File: src/rtl/washer_timer.sv
// washer_timer: per-phase countdown that feeds the Tf/Tw/Tr/Td/Ts done levels back to the washer FSM.
// Defining WASHER_TIMER_STATUS_EN adds the status_phase/status_remain front-panel ports.
module washer_timer #(
  parameter int TICK_DIV = 4,
  parameter int CNT_W    = 8,
  parameter int FILL_T   = 6,
  parameter int WASH_T   = 10,
  parameter int RINSE_T  = 8,
  parameter int DRAIN_T  = 4,
  parameter int SPIN_T   = 12
) (
  input  logic clk,
  input  logic reset,
  input  logic Water,
  input  logic Agitator,
  input  logic Pump,
  input  logic Motor,
  input  logic R,
  input  logic hold,
  output logic Tf,
  output logic Tw,
  output logic Tr,
  output logic Td,
  output logic Ts
`ifdef WASHER_TIMER_STATUS_EN
  ,
  output logic [2:0]       status_phase,
  output logic [CNT_W-1:0] status_remain
`endif
);

  localparam int PRE_W = (TICK_DIV > 1) ? $clog2(TICK_DIV) : 1;
  localparam logic [PRE_W-1:0] PRE_MAX = PRE_W'(TICK_DIV - 1);

  typedef enum logic [2:0] {
    IDLE  = 3'd0,
    FILL  = 3'd1,
    WASH  = 3'd2,
    RINSE = 3'd3,
    DRAIN = 3'd4,
    SPIN  = 3'd5
  } phase_t;

  if (TICK_DIV < 1) begin : g_tick_check
    $error("washer_timer: TICK_DIV must be at least 1");
  end
  if ((longint'(FILL_T) >= (longint'(1) << CNT_W)) || (longint'(WASH_T) >= (longint'(1) << CNT_W)) ||
      (longint'(RINSE_T) >= (longint'(1) << CNT_W)) || (longint'(DRAIN_T) >= (longint'(1) << CNT_W)) ||
      (longint'(SPIN_T) >= (longint'(1) << CNT_W))) begin : g_dur_check
    $error("washer_timer: a phase duration does not fit in CNT_W bits");
  end

  phase_t            r_phase;
  logic [CNT_W-1:0]  r_cnt;
  logic [PRE_W-1:0]  r_pre;
  logic [4:0]        r_done;
  phase_t            w_decode;
  logic [CNT_W-1:0]  w_load;

  function automatic logic [CNT_W-1:0] phase_duration(input phase_t ph);
    case (ph)
      FILL:    phase_duration = CNT_W'(FILL_T);
      WASH:    phase_duration = CNT_W'(WASH_T);
      RINSE:   phase_duration = CNT_W'(RINSE_T);
      DRAIN:   phase_duration = CNT_W'(DRAIN_T);
      SPIN:    phase_duration = CNT_W'(SPIN_T);
      default: phase_duration = '0;
    endcase
  endfunction

  // Done bit order is {Ts, Td, Tr, Tw, Tf}; IDLE owns no done level.
  function automatic logic [4:0] done_mask(input phase_t ph);
    case (ph)
      FILL:    done_mask = 5'b00001;
      WASH:    done_mask = 5'b00010;
      RINSE:   done_mask = 5'b00100;
      DRAIN:   done_mask = 5'b01000;
      SPIN:    done_mask = 5'b10000;
      default: done_mask = 5'b00000;
    endcase
  endfunction

  // Phase decode from the FSM actuator outputs, first match wins.
  always_comb begin
    w_decode = IDLE;
    if (Water) begin
      w_decode = FILL;
    end else if (Agitator) begin
      w_decode = R ? RINSE : WASH;
    end else if (Pump) begin
      w_decode = Motor ? SPIN : DRAIN;
    end else begin
      w_decode = IDLE;
    end
  end

  assign w_load = phase_duration(w_decode);

  // Phase tracking, prescaled countdown and done levels; a phase change overrides hold.
  always_ff @(posedge clk or posedge reset) begin
    if (reset) begin
      r_phase <= IDLE;
      r_cnt   <= '0;
      r_pre   <= '0;
      r_done  <= 5'b00000;
    end else if (w_decode != r_phase) begin
      r_phase <= w_decode;
      r_cnt   <= w_load;
      r_pre   <= '0;
      r_done  <= 5'b00000;
    end else if (hold) begin
      r_cnt   <= r_cnt;
      r_pre   <= r_pre;
      r_done  <= r_done;
    end else if ((r_cnt == '0) && (r_phase != IDLE)) begin
      r_done  <= done_mask(r_phase);
    end else if (r_pre == PRE_MAX) begin
      r_pre   <= '0;
      r_cnt   <= (r_cnt == '0) ? r_cnt : (r_cnt - CNT_W'(1));
    end else begin
      r_pre   <= r_pre + PRE_W'(1);
    end
  end

  assign Tf = r_done[0];
  assign Tw = r_done[1];
  assign Tr = r_done[2];
  assign Td = r_done[3];
  assign Ts = r_done[4];

`ifdef WASHER_TIMER_STATUS_EN
  assign status_phase  = r_phase;
  assign status_remain = r_cnt;
`endif

endmodule

File: config.mk
export PLATFORM = sky130hd
export DESIGN_NAME = washer_timer
export DESIGN_NICKNAME = d
export VERILOG_FILES = /design/src/rtl/washer_timer.sv
export SDC_FILE = /design/constraint.sdc
export NUM_CORES = 1
export LEC_CHECK = 0
export CAP_MARGIN = 20
export CORE_MARGIN = 5
export CORE_UTILIZATION = 49
export CTS_CLUSTER_SIZE = 40
export DETAILED_ROUTE_END_ITERATION = 8
export MAX_ROUTING_LAYER = met4
export PLACE_DENSITY = 0.76
export SLEW_MARGIN = 20
export SYNTH_ARGS = -nofsm -noshare
export SYNTH_HDL_FRONTEND = slang
export SYNTH_SLANG_ARGS = --single-unit
File: constraint.sdc
create_clock -name clk -period 1.6 [get_ports clk]
set_input_delay 0.32 -clock clk [delete_from_list [all_inputs] [get_ports clk]]
set_output_delay 0.32 -clock clk [all_outputs]
set_load 0.03 [all_outputs]
== Word level (Yosys, flattened, before mapping) ==
Index checks and enable logic that the tools add are counted.

* Output and inout bits: 5
* Bits in registers: 18
* Bits of input ports: 8
* Word-level logic and storage cells: 48

* Reduce and logical (&&, ||, !) cells: 8
* Eq/ne operators: 15
* Muxes and demuxes: 19
* $add $sub $neg: 2

{| class="wikitable"
|+ Operators with widths
! kind !! count
|-
| two-way mux 8 bit || 5
|-
| one-hot mux 5 bit (5 select lines) || 1
|-
| one-hot mux 4 bit (5 select lines) || 1
|-
| two-way mux 5 bit || 3
|-
| equality test 3 x 2 -> 1 bit, second input constant || 4
|-
| equality test 3 bit, second input constant || 4
|-
| two-way mux 3 bit || 3
|-
| logical NOT 8 bit || 1
|-
| two-way mux 2 bit || 4
|-
| subtractor 8 x 1 -> 8 bit, second input constant || 1
|-
| equality test 3 x 1 -> 1 bit, second input constant || 2
|-
| inequality test 2 bit, second input constant || 2
|-
| AND reduction 2 bit || 2
|-
| AND reduction 4 bit || 1
|-
| nonzero test 2 bit || 2
|-
| inequality test 3 bit || 1
|-
| nonzero test 3 bit || 1
|-
| adder 2 x 1 -> 2 bit, second input constant || 1
|-
| equality test 2 bit, second input constant || 1
|-
| two-way mux 1 bit || 2
|-
| inequality test 2 x 1 -> 1 bit, second input constant || 1
|-
| logical AND 1 bit || 1
|}

== Depth between registers and ports, before layout ==
Gate-level depths: netlist of the first run.

* Depth after elaboration: 7
* Mapped depth: 8
* Mapped depth without buffers: 7

== Worst setup path after synthesis of the first run ==
No wires, ideal clock.

* Path type: register to register
* Start: register r_cnt[0]
* End: register r_done[0]
* Cell stages (with the launch flop): 9
* Arrival time: 1.448 ns
* Path slack: 0.083 ns
* Clock period less this slack: 1.517 ns
* Library setup time: 0.070 ns
* Path buffers: 1
* Path through: dfrtp_1 -> inv_1 -> ha_1 -> nor3b_4 -> nand4b_2 -> buf_6 -> nor4b_4 -> a21oi_1 -> nor2_2

* Word-level cells in the longest chain between the ends: 4

{| class="wikitable"
|+ Ends and longest elaborated chain
! element !! line !! source
|-
| start: declaration || 54 || <nowiki>logic [CNT_W-1:0] r_cnt;</nowiki>
|-
| start signal: assignment || 108 || <nowiki>r_cnt <= w_load;</nowiki>
|-
| start signal: assignment || 112 || <nowiki>r_cnt <= r_cnt;</nowiki>
|-
| start signal: assignment || 119 || <nowiki>r_cnt <= (r_cnt == '0) ? r_cnt : (r_cnt - CNT_W'(1));</nowiki>
|-
| logical NOT 8 bit || 115 || <nowiki>end else if ((r_cnt == '0) && (r_phase != IDLE)) begin</nowiki>
|-
| logical AND 1 bit || 115 ||
|-
| nonzero test 2 bit (no source line) || n/a ||
|-
| AND reduction 2 bit (no source line) || n/a ||
|-
| end signal: assignment || 114 || <nowiki>r_done <= r_done;</nowiki>
|-
| end signal: assignment || 116 || <nowiki>r_done <= done_mask(r_phase);</nowiki>
|-
| end: declaration || 56 || <nowiki>logic [4:0] r_done;</nowiki>
|}

Every way passes these cells.
A chain may end at the register's enable or synchronous reset.

== Worst setup path in the final report of the first run ==
Same ends and word-level chain as after synthesis.

==> results of run 1 <==
-- worst max-delay path, delay by kind of cell, from the launching register on --
family | cells | cell delay (ps)
simple gates | 4 | 740
flops | 1 | 410
buf+inv | 2 | 230
fa+ha+maj | 1 | 150
compound gates | 1 | 60
-- stage by stage --
step / utilization, % / hold slack [ps] / std cells
floorplan: - / 259 / 111
global placement: 65.1 / 497 / 173
detailed placement: 65.1 / 519 / 173
CTS: 68.3 / 335 / 178
global route: 73.9 / 385 / 187
finish: 73.9 / 320 / 187
-- state kept, by name (all words and copies together) (netlist names) --
signal	cells
r_cnt	8
r_done	5
r_phase	3
r_pre	2
-- synth_stat cells (all sizes together) --
cell	instances
o21ai	6
a31oi	4
nand4	2
o22ai	1
xnor2	1
nor3	1
a21oi	6
nor4b	2
nand2b	1
nor2	19
or3	1
and3b	1
inv	10
nor4	1
dfrtp	18
and2	1
nand3	4
nand3b	3
a21o	1
o311ai	1
nand2	5
nor3b	3
buf	2
mux2i	5
ha	5
xor2	6
nand4b	1
-- cell families after synthesis --
family	Yosys count	share of synthesized area [%]
simple gates	45	25.9
xor+xnor	7	5.57
flops	18	41.0
buf+inv	12	5.46
fa+ha+maj	5	5.69
mux	5	4.55
compound gates	19	11.8
-- layer usage --
layer	vias to the layer above	GRT usage, %	part of all wire (%)
met1	475	19.9	40
li1	488	-	-
met2	19	30.0	54
met5	-	-	0
met3	11	2.94	3.2
met4	0	8.94	2.9
-- final cells by class --
| class | count | area, um^2 | area share (%) |
|---|---|---|---|
| clock buffers | 3 | 22.5 | 1.41 |
| inverters | 10 | 37.5 | 2.34 |
| multi-input cells | 81 | 671 | 41.8 |
| flip-flops and latches | 18 | 453 | 28.3 |
| well taps | 28 | 35.0 | 2.19 |
| repair buffers | 47 | 384 | 24.0 |
-- timing repair --
| action | in CTS | in global routing |
|---|---|---|
| gates resized for setup | 17 | 13 |
| endpoints found under the hold margin | 0 | 0 |
| endpoints found under the setup margin | 20 | 15 |
| buffers inserted | 2 | 9 |
| pin swaps | 1 | 4 |
| hold buffers | 0 | 0 |
-- worst min path at each step --
| stage | cells past startpoint | to | startpoint | slack (ps) |
|---|---|---|---|---|
| global route | 3 | r_cnt[2] | reset | 380 |
| global placement | 2 | r_done[3] | r_done[3] | 500 |
| finish | 3 | r_cnt[2] | reset | 320 |
| detailed placement | 2 | r_done[4] | r_done[4] | 520 |
| CTS | 3 | r_done[1] | reset | 330 |
| floorplan | 1 | r_cnt[0] | reset | 260 |
-- report_power, final --
part	switching (mW)	total, mW	leakage [nW]	internal (mW)
clock	0.144	0.231	0.0138	0.0876
combinational	0.147	0.305	0.518	0.158
sequential	0.0192	0.491	0.238	0.472
==> results.md, run 1 <==
- Status: finished with violations
- Failing checks: negative setup slack
- Die span in y: between 50 and 60 um
- Final TNS setup: -138 ps
- Fillers: around 150
- Reg2reg start: r_cnt[0]
- Yosys reg bits: 18
- Core box area: ~0.0022 mm^2
- Drc violations: 0
- Most frequent cells in the layout: 33 x buf_4, 16 x nor2_1, 16 x dfrtp_1
- Pwr dens: 641 mW/mm^2
- Reg clk slew, reported paths: 110 ps
- Share of layout cells above drive strength 1: around two fifths
- Top-area cell type share of the netlist area: 41.0%
- DRT Pass-1 Iters: 4
- Total CTS buffers: 3
- CP max FO: 5
- Worst setup path end: r_done[0]
- Mapped Cells: around 110
- # nets final: 174
- Relative slew slack: roughly 75%
- Top cells by area, synth: dfrtp_1 41%, nor2_1 5.8%, ha_1 5.7%, xor2_1 4.8%, mux2i_1 4.6%
- Total Routed Length: approximately 2700 um
- Max-Cap Viols: 0
- Worst r2r path cells: 8
- CP peak stage delay: a little over 400 ps
- Reg2reg end: r_done[0]
- Post-Syn Area per Cell: roughly 9.9 um^2
- CP required: ~1800 ps
- Yosys cell types: 34
- I/O Buffers: 12
- Final hold vios: 0
- R2r setup slk: -70 ps
- Leading area contributor after synthesis: dfrtp_1
- Largest net degree at the start of global routing: 19
- Max stage delay cell, worst path: dfrtp_1
- Io pins: 13
- H-Tree Depth: 1
- Worst hold path type: in2async
- Routability cong.: about 0.81
- Syn Nets: 124
- # rows: 17
- Worst-Skew Late Latency: approximately 300 ps
- Post-route ant nets: 0
- Worst IR Drop VDD: around 0.47 mV
- Clk_skew: ~14 ps
- Initial antenna violation count: 0
- Die area: around 0.0033 mm^2
- Layout area overhead: 45.7%
- Clk root buf: clkbuf_4
- Crit share post-route: 104%
- Diodes inserted: 0
- Setup crit start kind: flop
- Most common cell after layout, fill and taps aside: buf_4
- Total power: around 1 mW
- Routed WL per cell: between 10 and 15 um
- Critical Path AT: ~1900 ps
- Total gr overflow: 0
- Setup-failing EPs final: 5
- DR iter-0 viols: 22
- Slew Limit Fails: 0
- Tightest Pin Transition: around 370 ps
- Critical path type: reg2reg
- Static Leak: between 0.7 and 0.8 nW
- Yosys warns: 0
- RSZ-0062 raised after global routing: yes
- Hpwl dp: 1800 um
- Initial core utilization: about half
- CTS tree: done
- Area post-placement: about 0.0014 mm^2
- Drt via density: 5.31
- Worst Setup End Kind: flop
- Tmin final: 1670 ps
- Vias: between 900 and 1000
- Placement Setup Slack: -368 ps
- Design area: ~0.0016 mm^2
- Clk buf depth: 2
- Netlist Area Pre-Place: between 0.001 and 0.0015 mm^2
- Vias in the first global route: just over 1000
- CTS Sinks: 18
- CP cell instances: inv_2, ha_2, nor3b_4, nand4b_4, buf_6, nor4b_4, a21oi_2, nor2_2
- Crit path from: r_cnt[0]
- Final worst slack: -65.1 ps
- Fmax: ~600 MHz
- Tot GR Track Use: 17.7%
- Die X: ~57 um
- Sequential share of the synthesized area: approximately two fifths
- First-pass GRT wire length: ~4400 um
Note: power is estimated with default switching activity, not from simulation.
==> run 2: changes to the inputs <==
Settings changed: CTS_CLUSTER_DIAMETER set to 60, CTS_CLUSTER_SIZE 40 to 20.
==> results of run 2 <==
The final DEF is identical to that of run 1; final timing and power are the same.
==> variant 1 (config.mk and constraints of run 1) <==
The parameter `CNT_W` goes from 8 to 6.
--- a/src/rtl/washer_timer.sv
+++ b/src/rtl/washer_timer.sv
@@ -2,7 +2,7 @@
 // Defining WASHER_TIMER_STATUS_EN adds the status_phase/status_remain front-panel ports.
 module washer_timer #(
   parameter int TICK_DIV = 4,
-  parameter int CNT_W    = 8,
+  parameter int CNT_W    = 6,
   parameter int FILL_T   = 6,
   parameter int WASH_T   = 10,
   parameter int RINSE_T  = 8,
Check against the original RTL: no difference found for any inputs over 10 cycles, from zero or initial values and one cycle with reset high; that may be too few to reach the edited logic, so the function may still have changed.
==> variant 1 against run 1 <==
- combinational power is 10% lower
- the flow still finishes with violations (setup timing)
- non-clock buffer count is 12 lower
- routed wire length is 14% lower
- synthesized area is 9.2% lower
- design area is 13% lower
- sequential cell count is 2 lower
- highest routed layer unchanged
- power is 3.3% lower
- clock power is 18% higher
- largest cell class unchanged
- worst setup slack worse by 0.021 ns
==> variant 1: results (changes against run 1) <==
| Metric | Value |
|---|---|
| Outcome | `finished, violations left` |
| Failing checks | `setup timing` |
| Placed Cells | `146 (-16%)` |
| Clock network fraction of total power | `27.4% (+4.9 points)` |
| Nets@finish | `140 (-20%)` |
| Fin Clk Skew | `0.00499 ns (-0.00870 ns)` |
| DRT Wirelength | `2360 um (-14%)` |
| Final setup margin | `-0.0859 ns (-0.0208 ns)` |
| Sw power | `0.283 mW (-8.5%)` |
| Routed vias | `871 (-12%)` |
| Relative slew margins | `74.1% (-1.3 points)` |
| Overall Power | `0.994 mW (-3.3%)` |
| Post-Layout Cell Count | `155 (-17%)` |
| Crit path DAT | `1.87 ns (-0.02 ns)` |
| CTS Buf Count | `3 (unchanged)` |
| Crit start category | `register` |
| Final TNS setup | `-0.307 ns (-0.169 ns)` |
| Vias in the first global route | `858 (-16%)` |
| Comb power frac | `27.5% (-2.2 points)` |
| Leakage | `0.640 nW (-17%)` |
| Worst slack, placed | `-0.457 ns (-0.0890 ns)` |
| Synth cell types | `36 (+5.9%)` |
| Top Registers | `r_cnt x6, r_done x5, r_phase x3` |
| Cell family with most CP delay | `flip-flops` |
| Dpl hpwl | `1660 um (-7.6%)` |
| Layout cell share with drive strength beyond 1 | `37.5% (-3.4 points)` |
| Syn Inst Count | `94 (-15%)` |
| Dpl cell area | `1270 um2 (-10%)` |
| Syn Nets | `105 (-15%)` |
| Largest net degree at the start of global routing | `17 (-2)` |
| Area contributors post-synth | `dfrtp_1, mux2i_1, a21oi_1, ha_1, nor2_1` |
| Finish-stage setup viols | `9 (+4)` |
| First-pass GRT wire length | `3850 um (-13%)` |
| Detailed Route Iter0 Violations | `26 (+18%)` |
| Most frequent cells after synthesis | `dfrtp_1, nor2_1, a21oi_1` |
| Maximum vdd drop | `0.475 mV (+0.30%)` |
## variant 1: final timing paths
path                       cells past startpoint  slack [ns]                endpoint
max                                            7       -0.09    r_cnt[3]$_DFFE_PP0P_
min                                            3        0.33    r_pre[0]$_DFFE_PP0P_
max reg2reg                                    7       -0.09    r_cnt[3]$_DFFE_PP0P_
min reg2reg                                    2        0.53   r_done[3]$_DFFE_PP0P_
max in group asynchronous                      3        1.07  r_phase[2]$_DFFE_PP0P_
min in group clk                               2        0.40  r_phase[1]$_DFFE_PP0P_
## variant 1: area by class of cell
cell class | instances | area, um2
Clock buffer | 4 | 36.3
Fill cell | 156 | 573
Inverter | 6 | 22.5
Multi-Input combinational cell | 67 | 601
Sequential cell | 16 | 402
Tap cell | 27 | 33.8
Timing Repair Buffer | 35 | 294
## variant 1: metal layers
| metal | share of wire [%] | vias up | wire length [um] | track usage (%) |
|---|---|---|---|---|
| li1 | - | 401 | - | - |
| met1 | 41 | 427 | 974 | 20.1 |
| met2 | 53 | 32 | 1240 | 32.9 |
| met3 | 3.6 | 11 | 85 | 1.61 |
| met4 | 2.5 | 0 | 59 | 8.50 |
| met5 | 0 | - | 0 | - |
## variant 1: cell families (layout without fill, tap and decap cells)
kind of cell | Yosys count | count (layout) | synth area share, %
buffers and inverters | 11 | 45 | 6.14
XOR/XNOR | 4 | 4 | 3.51
flip-flops | 16 | 16 | 40.1
adder cells (fa/ha/maj) | 3 | 3 | 3.76
AND/OR/NAND/NOR | 38 | 38 | 26.6
AO/OA/AOI/OAI | 14 | 14 | 11.3
multiplexers | 8 | 8 | 8.65
## variant 1: timing repair
action / CTS / global route
setup endpoints to repair: 18 / 11
buffers inserted: 3 / 2
hold endpoints to repair: 0 / 0
resized for setup: 11 / 10
pin swaps: 9 / 7
==> variant 2 (settings of run 1) <==
Without the edit above. Add an input register stage for `Water`, `Agitator`, `Pump`, `Motor`, `R` and `hold`; this delays them by one clock.
--- a/src/rtl/washer_timer.sv
+++ b/src/rtl/washer_timer.sv
@@ -41,6 +41,22 @@
     SPIN  = 3'd5
   } phase_t;
 
+  logic Water_q;
+  logic Agitator_q;
+  logic Pump_q;
+  logic Motor_q;
+  logic R_q;
+  logic hold_q;
+
+  always_ff @(posedge clk) begin
+    Water_q    <= Water;
+    Agitator_q <= Agitator;
+    Pump_q     <= Pump;
+    Motor_q    <= Motor;
+    R_q        <= R;
+    hold_q     <= hold;
+  end
+
   if (TICK_DIV < 1) begin : g_tick_check
     $error("washer_timer: TICK_DIV must be at least 1");
   end
@@ -83,12 +99,12 @@
   // Phase decode from the FSM actuator outputs, first match wins.
   always_comb begin
     w_decode = IDLE;
-    if (Water) begin
+    if (Water_q) begin
       w_decode = FILL;
-    end else if (Agitator) begin
-      w_decode = R ? RINSE : WASH;
-    end else if (Pump) begin
-      w_decode = Motor ? SPIN : DRAIN;
+    end else if (Agitator_q) begin
+      w_decode = R_q ? RINSE : WASH;
+    end else if (Pump_q) begin
+      w_decode = Motor_q ? SPIN : DRAIN;
     end else begin
       w_decode = IDLE;
     end
@@ -108,7 +124,7 @@
       r_cnt   <= w_load;
       r_pre   <= '0;
       r_done  <= 5'b00000;
-    end else if (hold) begin
+    end else if (hold_q) begin
       r_cnt   <= r_cnt;
       r_pre   <= r_pre;
       r_done  <= r_done;
Formal check against the unedited RTL: same outputs for any inputs over 10 cycles, from zero or initial values and one cycle with reset high; that may be too few to reach the edited logic, so the function may still have changed.
==> variant 2 against run 1 <==
- sequential cell count grew 6
- largest cell class unchanged
- routed wire length grew 0.84%
- power grew 29%
- the flow still finishes with violations (setup timing)
- count of clock-buffer cells in the layout grew 1
- worst setup slack lost 0.054 ns
- sequential share of layout area grew 6.2 points
- final cell count grew 7.5%
- sequential power grew 37%
- synthesized area grew 12%
- worst hold slack lost 0.019 ns
- design area grew 3.7%
==> variant 2: results (changes against run 1) <==
| Metric | Value |
|---|---|
| Clock slew at reported path FFs | `0.13 ns (+0.02 ns)` |
| Number of port buffers | `12 (unchanged)` |
| CTS H-tree lvls | `1 (unchanged)` |
| Outcome | `finished, violations left` |
| Slew @ Worst Pin | `0.312 ns (-0.0560 ns)` |
| Dpl cell area | `1520 um2 (+7.8%)` |
| DRT Wirelength | `2760 um (+0.84%)` |
| Longest Clk Path Bufs | `2 (unchanged)` |
| Detailed Route Iter0 Violations | `27 (+23%)` |
| Seq/Total Area, Yosys | `46.3% (+5.3 points)` |
| WHS | `0.302 ns (-0.0185 ns)` |
| Ys async rst share | `75.0% (-25 points)` |
| Reg2Reg Launch Point | `r_cnt[0]$_DFFE_PP0P_` |
| CP max-delay cell | `or3_4` |
| Synth cell types | `37 (+8.8%)` |
| Cell count of the worst reg-to-reg path | `8 (unchanged)` |
| Synthesis warning total | `0 (unchanged)` |
| Nets@finish | `183 (+5.2%)` |
| Worst Hold Class | `input pin to async pin` |
| Worst r2r dst | `r_done[1]$_DFFE_PP0P_` |
| Largest net degree at the start of global routing | `19 (unchanged)` |
| First drt pass iteration count | `4 (unchanged)` |
| Most frequent cells after synthesis | `nor2_1, dfrtp_1, a21oi_1, nand2_1` |
| Ys flop type | `dfrtp_1` |
| Antenna violations before repair | `0 (unchanged)` |
| Worst slack, placed | `-0.187 ns (+0.181 ns)` |
| Worst skew pair latency | `0.31 ns` |
| Crit-path max cell delay | `0.43 ns (+0.02 ns)` |
| Fin Clk Skew | `0.000992 ns (-0.0127 ns)` |
| First-pass GRT wire length | `4620 um (+4.2%)` |
| GR Util All Layers | `17.3% (-0.37 points)` |
| CTS Root Buffer Type | `clkbuf_4` |
| Maximum vdd drop | `0.660 mV (+39%)` |
| Area contributors post-synth | `dfrtp_1, dfxtp_1, nor2_1, a21oi_1, nand2_1` |
| Top Registers | `r_cnt x8, r_done x5, r_phase x3` |
| # diodes | `0 (unchanged)` |
| CTS Buf Count | `3 (unchanged)` |
| Placer congestion estimate | `0.881 (+8.3%)` |
| Leakage | `0.732 nW (-4.8%)` |
| Layout cell share with drive strength beyond 1 | `29.8% (-11 points)` |
| Final setup margin | `-0.119 ns (-0.0536 ns)` |
| Failing checks | `setup timing` |
| Syn Nets | `147 (+19%)` |
| Dpl hpwl | `2000 um (+11%)` |
| Finish-stage setup viols | `8 (+3)` |
| Worst-path fanout max | `6 (+1)` |
| Vias per cell | `5.59 (+5.3%)` |
| Crit path DAT | `1.98 ns (+0.09 ns)` |
| Vias in the first global route | `1074 (+5.3%)` |
==> variant 2: cell count changes after synthesis, sizes merged, moves of 3 or more <==
cell | run 1 | this run
nor2b | 0 | 3
mux2i | 5 | 2
nor2 | 19 | 23
dfxtp | 0 | 6
a21oi | 6 | 11
nor3 | 1 | 6
a31oi | 4 | 0
nand2 | 5 | 11
inv | 10 | 6
==> variant 2: worst max-delay path by stage <==
stage	startpoint	end	slack [ns]	depth (start not counted)
after floorplan	r_cnt[0]$_DFFE_PP0P_	r_done[1]$_DFFE_PP0P_	-0.07	9
after global placement	r_cnt[0]$_DFFE_PP0P_	r_done[1]$_DFFE_PP0P_	-0.10	8
after detailed placement	r_cnt[1]$_DFFE_PP0P_	r_done[1]$_DFFE_PP0P_	-0.19	8
after CTS	r_cnt[1]$_DFFE_PP0P_	r_done[1]$_DFFE_PP0P_	-0.11	8
after global routing	r_cnt[1]$_DFFE_PP0P_	r_done[1]$_DFFE_PP0P_	-0.25	8
final	r_cnt[0]$_DFFE_PP0P_	r_done[1]$_DFFE_PP0P_	-0.12	8
==> variant 2: timing repair <==
item	4_1_cts	5_1_grt
gates resized for setup	11	13
pin swaps	0	7
setup endpoints to repair	10	14
setup buffers	1	3
==> variant 2: final cells by class <==
class	count	area, um2
repair buffers	36	294
well taps	30	37.5
flip-flops and latches	24	572
clock buffers	4	36.3
fillers	192	771
multi-input cells	101	699
inverters	6	22.5
==> variant 2: worst max-delay path, delay by kind of cell (launching register included) <==
kind                       cells  cell delay, ns
DFF                            1            0.41
adders and majority gates      1            0.13
buffers and inverters          1            0.09
AOI/OAI and AO/OA              1            0.07
and+or+nand+nor                5            0.97
==> variant 2: cells by family (layout without fill, tap and decap cells) <==
logic type / after synthesis / after routing / share of synthesized area [%]
muxes: 2 / 2 / 1.62
DFF: 24 / 24 / 46.3
AOI/OAI and AO/OA: 24 / 24 / 11.6
and+or+nand+nor: 66 / 66 / 29.5
buffers and inverters: 11 / 46 / 3.65
xor gates and xnor gates: 6 / 6 / 4.26
adders and majority gates: 3 / 3 / 3.05
==> variant 2: through the flow <==
step	util (%)	instances	setup TNS, ns
after global placement	62.6	193	-0.231
after CTS	64.9	198	-0.217
final	68.3	201	-0.568
after floorplan	-	136	-0.104
after global routing	68.3	201	-1.95
after detailed placement	62.6	193	-0.493
==> variant 2: metal layers <==
metal	GRT usage, %	share of wire (%)
met1	22.3	42
met4	5.06	1.2
met3	3.02	3.7
met5	-	0
met2	27.9	53
==> variant 2: where the power goes <==
group          total (mW)  switching, mW  internal [mW]
clock network       0.320          0.181          0.139
logic               0.329          0.161          0.168
registers           0.672         0.0367          0.635
